**src/rtl/alu_pkg.sv**
```systemverilog
// alu_pkg: shared definitions for the ALU command sequencer.
//   - default operand/result/register-file sizes
//   - ALU opcode encodings (ALU_ADD .. ALU_XOR)
//   - sequencer FSM state encoding
//   - result_is_wide(): flags results that do not fit the operand width
package alu_pkg;

    localparam int ALU_NREG = 4;
    localparam int ALU_DW   = 4;
    localparam int ALU_RW   = 8;
    localparam int ALU_AW   = $clog2(ALU_NREG);

    localparam logic [2:0] ALU_ADD   = 3'd0;
    localparam logic [2:0] ALU_SUB   = 3'd1;
    localparam logic [2:0] ALU_AND   = 3'd2;
    localparam logic [2:0] ALU_OR    = 3'd3;
    localparam logic [2:0] ALU_MUL   = 3'd4;
    localparam logic [2:0] ALU_PASSA = 3'd5;
    localparam logic [2:0] ALU_PASSB = 3'd6;
    localparam logic [2:0] ALU_XOR   = 3'd7;

    typedef enum logic [1:0] {
        IDLE = 2'd0,
        EXEC = 2'd1,
        HOLD = 2'd2
    } state_e;

    // True when any bit above the operand width is set, i.e. the register
    // file writeback (low nibble only) loses information.
    function automatic logic result_is_wide(input logic [ALU_RW-1:0] y);
        return (y[ALU_RW-1:ALU_DW] != {(ALU_RW-ALU_DW){1'b0}});
    endfunction

endpackage

```
**src/rtl/alu_regfile.sv**
```systemverilog
// alu_regfile: NREG x DW operand register file.
// Ports:
//   clk_i        clock
//   rst_i        synchronous active-high reset, clears every entry
//   we_i         write enable
//   waddr_i      write index
//   wdata_i      write data
//   raddr_a_i    read port A index    rdata_a_o  read port A data (async)
//   raddr_b_i    read port B index    rdata_b_o  read port B data (async)
module alu_regfile #(
    parameter int NREG = 4,
    parameter int DW   = 4,
    parameter int AW   = $clog2(NREG)
) (
    input  logic          clk_i,
    input  logic          rst_i,
    input  logic          we_i,
    input  logic [AW-1:0] waddr_i,
    input  logic [DW-1:0] wdata_i,
    input  logic [AW-1:0] raddr_a_i,
    output logic [DW-1:0] rdata_a_o,
    input  logic [AW-1:0] raddr_b_i,
    output logic [DW-1:0] rdata_b_o
);

    logic [DW-1:0] mem_q [NREG];

    // Register storage: clear on reset, otherwise single write port.
    always_ff @(posedge clk_i) begin
        if (rst_i) begin
            for (int i = 0; i < NREG; i++) begin
                mem_q[i] <= {DW{1'b0}};
            end
        end else if (we_i) begin
            mem_q[waddr_i] <= wdata_i;
        end
    end

    assign rdata_a_o = mem_q[raddr_a_i];
    assign rdata_b_o = mem_q[raddr_b_i];

endmodule

```
**src/rtl/alu_cmd_seq.sv**
```systemverilog
// alu_cmd_seq: command sequencer in front of a combinational 4-bit ALU.
// Accepts load/ALU commands, reads operands from a small register file,
// drives the ALU for one cycle, captures the result, writes its low nibble
// back and holds the full result on a valid/ready output until consumed.
// Ports:
//   clk, rst                   clock, synchronous active-high reset
//   cmd_valid/cmd_ready        command handshake (ready only in IDLE)
//   cmd_load                   1 = load immediate, 0 = ALU operation
//   cmd_op, cmd_ra, cmd_rb,    opcode, source A/B and destination indices
//   cmd_rd, cmd_imm            and load immediate
//   alu_a, alu_b, alu_s        registered operands/select to the ALU
//   alu_y                      ALU result (combinational from alu_a/b/s)
//   res_valid/res_ready        result handshake
//   res_data, res_op, res_wide captured result, its opcode, overflow flag
module alu_cmd_seq
    import alu_pkg::*;
#(
    parameter int NREG = ALU_NREG,
    parameter int DW   = ALU_DW,
    parameter int RW   = ALU_RW,
    parameter int AW   = $clog2(NREG)
) (
    input  logic          clk,
    input  logic          rst,
    input  logic          cmd_valid,
    output logic          cmd_ready,
    input  logic          cmd_load,
    input  logic [2:0]    cmd_op,
    input  logic [AW-1:0] cmd_ra,
    input  logic [AW-1:0] cmd_rb,
    input  logic [AW-1:0] cmd_rd,
    input  logic [DW-1:0] cmd_imm,
    output logic [DW-1:0] alu_a,
    output logic [DW-1:0] alu_b,
    output logic [2:0]    alu_s,
    input  logic [RW-1:0] alu_y,
    output logic          res_valid,
    input  logic          res_ready,
    output logic [RW-1:0] res_data,
    output logic [2:0]    res_op,
    output logic          res_wide
);

    state_e        state_q;
    logic          cmd_ready_q;
    logic [AW-1:0] rd_q;
    logic [DW-1:0] alu_a_q;
    logic [DW-1:0] alu_b_q;
    logic [2:0]    alu_s_q;
    logic          res_valid_q;
    logic [RW-1:0] res_data_q;
    logic [2:0]    res_op_q;
    logic          res_wide_q;

    logic          accept_s;
    logic [DW-1:0] rf_a_s;
    logic [DW-1:0] rf_b_s;
    logic          wr_en_s;
    logic [AW-1:0] wr_addr_s;
    logic [DW-1:0] wr_data_s;

    // cmd_ready_q mirrors (state_q == IDLE) so the handshake uses a flop.
    assign accept_s = cmd_valid & cmd_ready_q;

    alu_regfile #(
        .NREG (NREG),
        .DW   (DW),
        .AW   (AW)
    ) u_regfile (
        .clk_i     (clk),
        .rst_i     (rst),
        .we_i      (wr_en_s),
        .waddr_i   (wr_addr_s),
        .wdata_i   (wr_data_s),
        .raddr_a_i (cmd_ra),
        .rdata_a_o (rf_a_s),
        .raddr_b_i (cmd_rb),
        .rdata_b_o (rf_b_s)
    );

    // Write-port mux: ALU writeback in EXEC, otherwise an accepted load.
    // The two never collide because loads are only accepted in IDLE.
    always_comb begin
        wr_en_s   = 1'b0;
        wr_addr_s = cmd_rd;
        wr_data_s = cmd_imm;
        if (state_q == EXEC) begin
            wr_en_s   = 1'b1;
            wr_addr_s = rd_q;
            wr_data_s = alu_y[DW-1:0];
        end else if (accept_s && cmd_load) begin
            wr_en_s   = 1'b1;
        end else begin
            wr_en_s   = 1'b0;
        end
    end

    // Sequencer FSM with all outputs registered. Operands are sampled at
    // accept, so a destination equal to a source is harmless.
    always_ff @(posedge clk) begin
        if (rst) begin
            state_q     <= IDLE;
            cmd_ready_q <= 1'b1;
            rd_q        <= {AW{1'b0}};
            alu_a_q     <= {DW{1'b0}};
            alu_b_q     <= {DW{1'b0}};
            alu_s_q     <= 3'd0;
            res_valid_q <= 1'b0;
            res_data_q  <= {RW{1'b0}};
            res_op_q    <= 3'd0;
            res_wide_q  <= 1'b0;
        end else begin
            case (state_q)
                IDLE: begin
                    if (accept_s && !cmd_load) begin
                        alu_a_q     <= rf_a_s;
                        alu_b_q     <= rf_b_s;
                        alu_s_q     <= cmd_op;
                        rd_q        <= cmd_rd;
                        cmd_ready_q <= 1'b0;
                        state_q     <= EXEC;
                    end
                end
                EXEC: begin
                    res_data_q  <= alu_y;
                    res_op_q    <= alu_s_q;
                    res_wide_q  <= result_is_wide(alu_y);
                    res_valid_q <= 1'b1;
                    state_q     <= HOLD;
                end
                HOLD: begin
                    if (res_ready) begin
                        res_valid_q <= 1'b0;
                        cmd_ready_q <= 1'b1;
                        state_q     <= IDLE;
                    end
                end
                default: begin
                    res_valid_q <= 1'b0;
                    cmd_ready_q <= 1'b1;
                    state_q     <= IDLE;
                end
            endcase
        end
    end

    assign cmd_ready = cmd_ready_q;
    assign alu_a     = alu_a_q;
    assign alu_b     = alu_b_q;
    assign alu_s     = alu_s_q;
    assign res_valid = res_valid_q;
    assign res_data  = res_data_q;
    assign res_op    = res_op_q;
    assign res_wide  = res_wide_q;

endmodule

```
**config.mk**
```make
export PLATFORM = sky130hd
export DESIGN_NAME = alu_cmd_seq
export DESIGN_NICKNAME = d
export VERILOG_FILES = /design/src/rtl/alu_pkg.sv /design/src/rtl/alu_regfile.sv /design/src/rtl/alu_cmd_seq.sv
export SDC_FILE = /design/constraint.sdc
export NUM_CORES = 1
export LEC_CHECK = 0
export BUFFER_PORTS_ARGS = -buffer_cell sky130_fd_sc_hd__buf_4
export CORE_MARGIN = 8
export CORE_UTILIZATION = 39
export DETAILED_ROUTE_END_ITERATION = 8
export PLACE_DENSITY_LB_ADDON = 0.08
export SYNTH_ARGS = -nofsm -noshare
export SYNTH_HDL_FRONTEND = slang
export SYNTH_HIERARCHICAL = 1
export SYNTH_SLANG_ARGS = --single-unit
```
**constraint.sdc**
```tcl
create_clock -name clk -period 3.23 [get_ports clk]
set_input_delay 0.1615 -clock clk [delete_from_list [all_inputs] [get_ports clk]]
set_output_delay 0.1615 -clock clk [all_outputs]
set_load 0.01 [all_outputs]
```
==> impl_metrics.ini <==
[power_and_ir_drop]
p_seq_frac = 0.560
irDropWorstVdd_mv = 0.219
p_per_area_nw_per_um2 = 429
power.internal_uw = 852
combPwrFrac = 0.142
clockPowerShare = 0.298
fin_total_pwr_mw = 1.13
switching_share = 0.246
p_leak_nw = 1.09
p_switching_uw = 278

[cts]
path_clk_slew_ns = 0.08
cts-htree-levels = 2
cts_tree = built
cts_setup_buffers = 0
cts_root_buf = clkbuf_8
cts_buffers = 5
cts.sink_count = 45
clk_latency_ns = 0.30
cts_resized = 0
hold_buffers = 0
clockBufferDepth = 2

[synthesis]
synth_area_sq_um = 2110
synth-seq-cells = 45
netlist_instances = 194
syn_area_per_cell_sq_um = 10.9
async_flop_share = 0
ys.warnings.count = 6
synth.distinct_cells = 25
synth_ff_type = dfxtp_1
synthesis.nets = 220
yosysSeqAreaShare = 0.503
synth-edff-count = 16

[grt]
antenna_found_initial = 0
first_global_vias = 1495
grt-ovfl-total = 0
track_usage = 0.124
grt_pass1_wl_mm = 7.51
grt_max_degree = 52

[critical_path]
worstSetupStartpointType = register
r2r-start = state_q[1]
r2r_setup_slack_ns = 1.33
worst-path-max-fanout = 15
worst_setup_path_end_kind = register
critPathKind = reg2reg
reg2reg_depth = 6
timing.rr.end = u_regfile/mem_q[0][0]
cp_data_required_time_ns = 3.19
arrival_ns = 1.86

[place]
placed_cell_area_sq_um = 2550
port_buffers = 50
dp_hpwl_mm = 3.53
place_congestion = 0.755

[hold_path]
hold_class = in2reg
min_from = res_ready
worstHoldPathCells = 3
hold_end = cmd_ready

[routing]
drt-wirelength-per-cell_um = 14.8
drt-total-wl_mm = 4.68
vias = 1517
drt_iter0_drc = 59
drc_errors = 0
avgViaCountPerCell = 4.79
first_pass_iters = 6
antenna_left = 0

[die]
dieArea_sq_um = 8020
io_pins = 51
die_h_um = 89.5
num_rows = 26
start_util = 0.408
fp.dieW_um = 89.5
core_region_area_sq_um = 5170

[sta]
timing.fmax_mhz = 527
slew_viol_final = 0
slew_headroom = 0.715
setup_viol = 0
post-route-min-period_ns = 1.90
whs_ns = 0.108
finalSetupTns_ns = 0
rsz0062_at_grt = false
skew_ns = 0.00739
finalCritPeriodShare = 0.588
worst_pin_slew_ns = 0.428
hold_viol = 0

[layout]
layout_commonest_cell = buf_4
fin_area_sq_um = 2640
layout_common_cells = 53 x buf_4, 39 x nand2_1, 29 x dfxtp_1, 28 x nand2b_1
fill_cells = 499
final_core_util = 0.510
area_growth_pct = 25.0
antenna_cells = 0
layout-drive-gt1-share = 0.263
nets = 272

[job]
maxCapViolations = 0

[run_status]
outcome = finished clean
[power groups by stage]
stage	Clock (mW)	Combinational [mW]	Sequential (mW)
5_1_grt	0.369	0.178	0.638
3_3_place_gp	0	0.163	0.645
6_report	0.337	0.160	0.633
4_1_cts	0.350	0.163	0.634
2_1_floorplan	0	0.0876	0.646
3_5_place_dp	0	0.163	0.647
[Yosys cell counts (2+ instances only)]
master | count | area [sq um]
a21oi_1 | 14 | 70.1
a31o_2 | 2 | 17.5
and2_1 | 16 | 100
and4bb_2 | 2 | 25.0
buf_2 | 3 | 15.0
clkbuf_1 | 4 | 15.0
dfxtp_1 | 29 | 581
edfxtp_1 | 16 | 480
inv_1 | 2 | 7.51
mux2i_1 | 13 | 130
mux4_1 | 8 | 210
nand2_1 | 39 | 146
nand2b_1 | 28 | 175
nor2_1 | 4 | 15.0
nor2b_1 | 3 | 18.8
o21bai_1 | 2 | 15.0
[cell families after synthesis]
kind of cell           Yosys count  share of synthesized area
AND/OR/NAND/NOR                 98                      0.256
buffers and inverters           10                     0.0231
AO/OA/AOI/OAI                   20                     0.0563
multiplexers                    21                      0.161
flip-flops                      45                      0.503
[worst max-delay path by stage]
stage / start / to / slack [ns] / cells past startpoint
6_report: state_q[1] / u_regfile/mem_q[0][0] / 1.33 / 6
2_1_floorplan: state_q[0] / u_regfile/mem_q[2][0] / 1.48 / 7
3_5_place_dp: state_q[1] / u_regfile/mem_q[2][0] / 1.36 / 6
3_3_place_gp: state_q[1] / u_regfile/mem_q[2][0] / 1.41 / 6
4_1_cts: state_q[1] / u_regfile/mem_q[2][3] / 1.34 / 6
5_1_grt: state_q[1] / u_regfile/mem_q[2][3] / 1.13 / 6
[state kept, by name, indices dropped and copies added (netlist names)]
| register | flops |
|---|---|
| u_regfile/mem_q | 16 |
| res_data | 8 |
| alu_a | 4 |
| alu_b | 4 |
| alu_s | 3 |
| res_op | 3 |
| rd_q | 2 |
| state_q | 2 |
| cmd_ready | 1 |
| res_valid | 1 |
| res_wide | 1 |
[cell type report]
class / instances / area, sq um / share of cell area
Sequential cell: 45 / 1060 / 0.402
Multi-Input combinational cell: 139 / 1000 / 0.379
Clock inverter: 1 / 7.51 / 0.00285
Clock buffer: 7 / 76.3 / 0.0289
Inverter: 2 / 7.51 / 0.00285
Timing Repair Buffer: 53 / 398 / 0.151
Tap cell: 70 / 87.6 / 0.0332
[metrics by stage]
| step | cells | worst slack [ns] |
|---|---|---|
| after floorplan | 194 | 1.48 |
| after global placement | 309 | 1.41 |
| after detailed placement | 309 | 1.36 |
| after CTS | 317 | 1.34 |
| after global routing | 317 | 1.13 |
| final | 317 | 1.33 |
[routing by layer]
layer | global-route usage | vias to the layer above | share of wire
met5 | 0 | - | 0
met4 | 0.0423 | 0 | 0.017
met3 | 0.0441 | 8 | 0.081
met2 | 0.199 | 41 | 0.46
met1 | 0.151 | 689 | 0.44
li1 | - | 779 | -
[critical path, stage by stage (launching register included)]
cell and delay, ns:
dfxtp_1 0.45, and2b_1 0.21, buf_4 0.18, nand2_1 0.07
nand2_1 0.13, nand2b_1 0.19, o21bai_1 0.33
No activity file was read; power rests on OpenSTA's default activity.
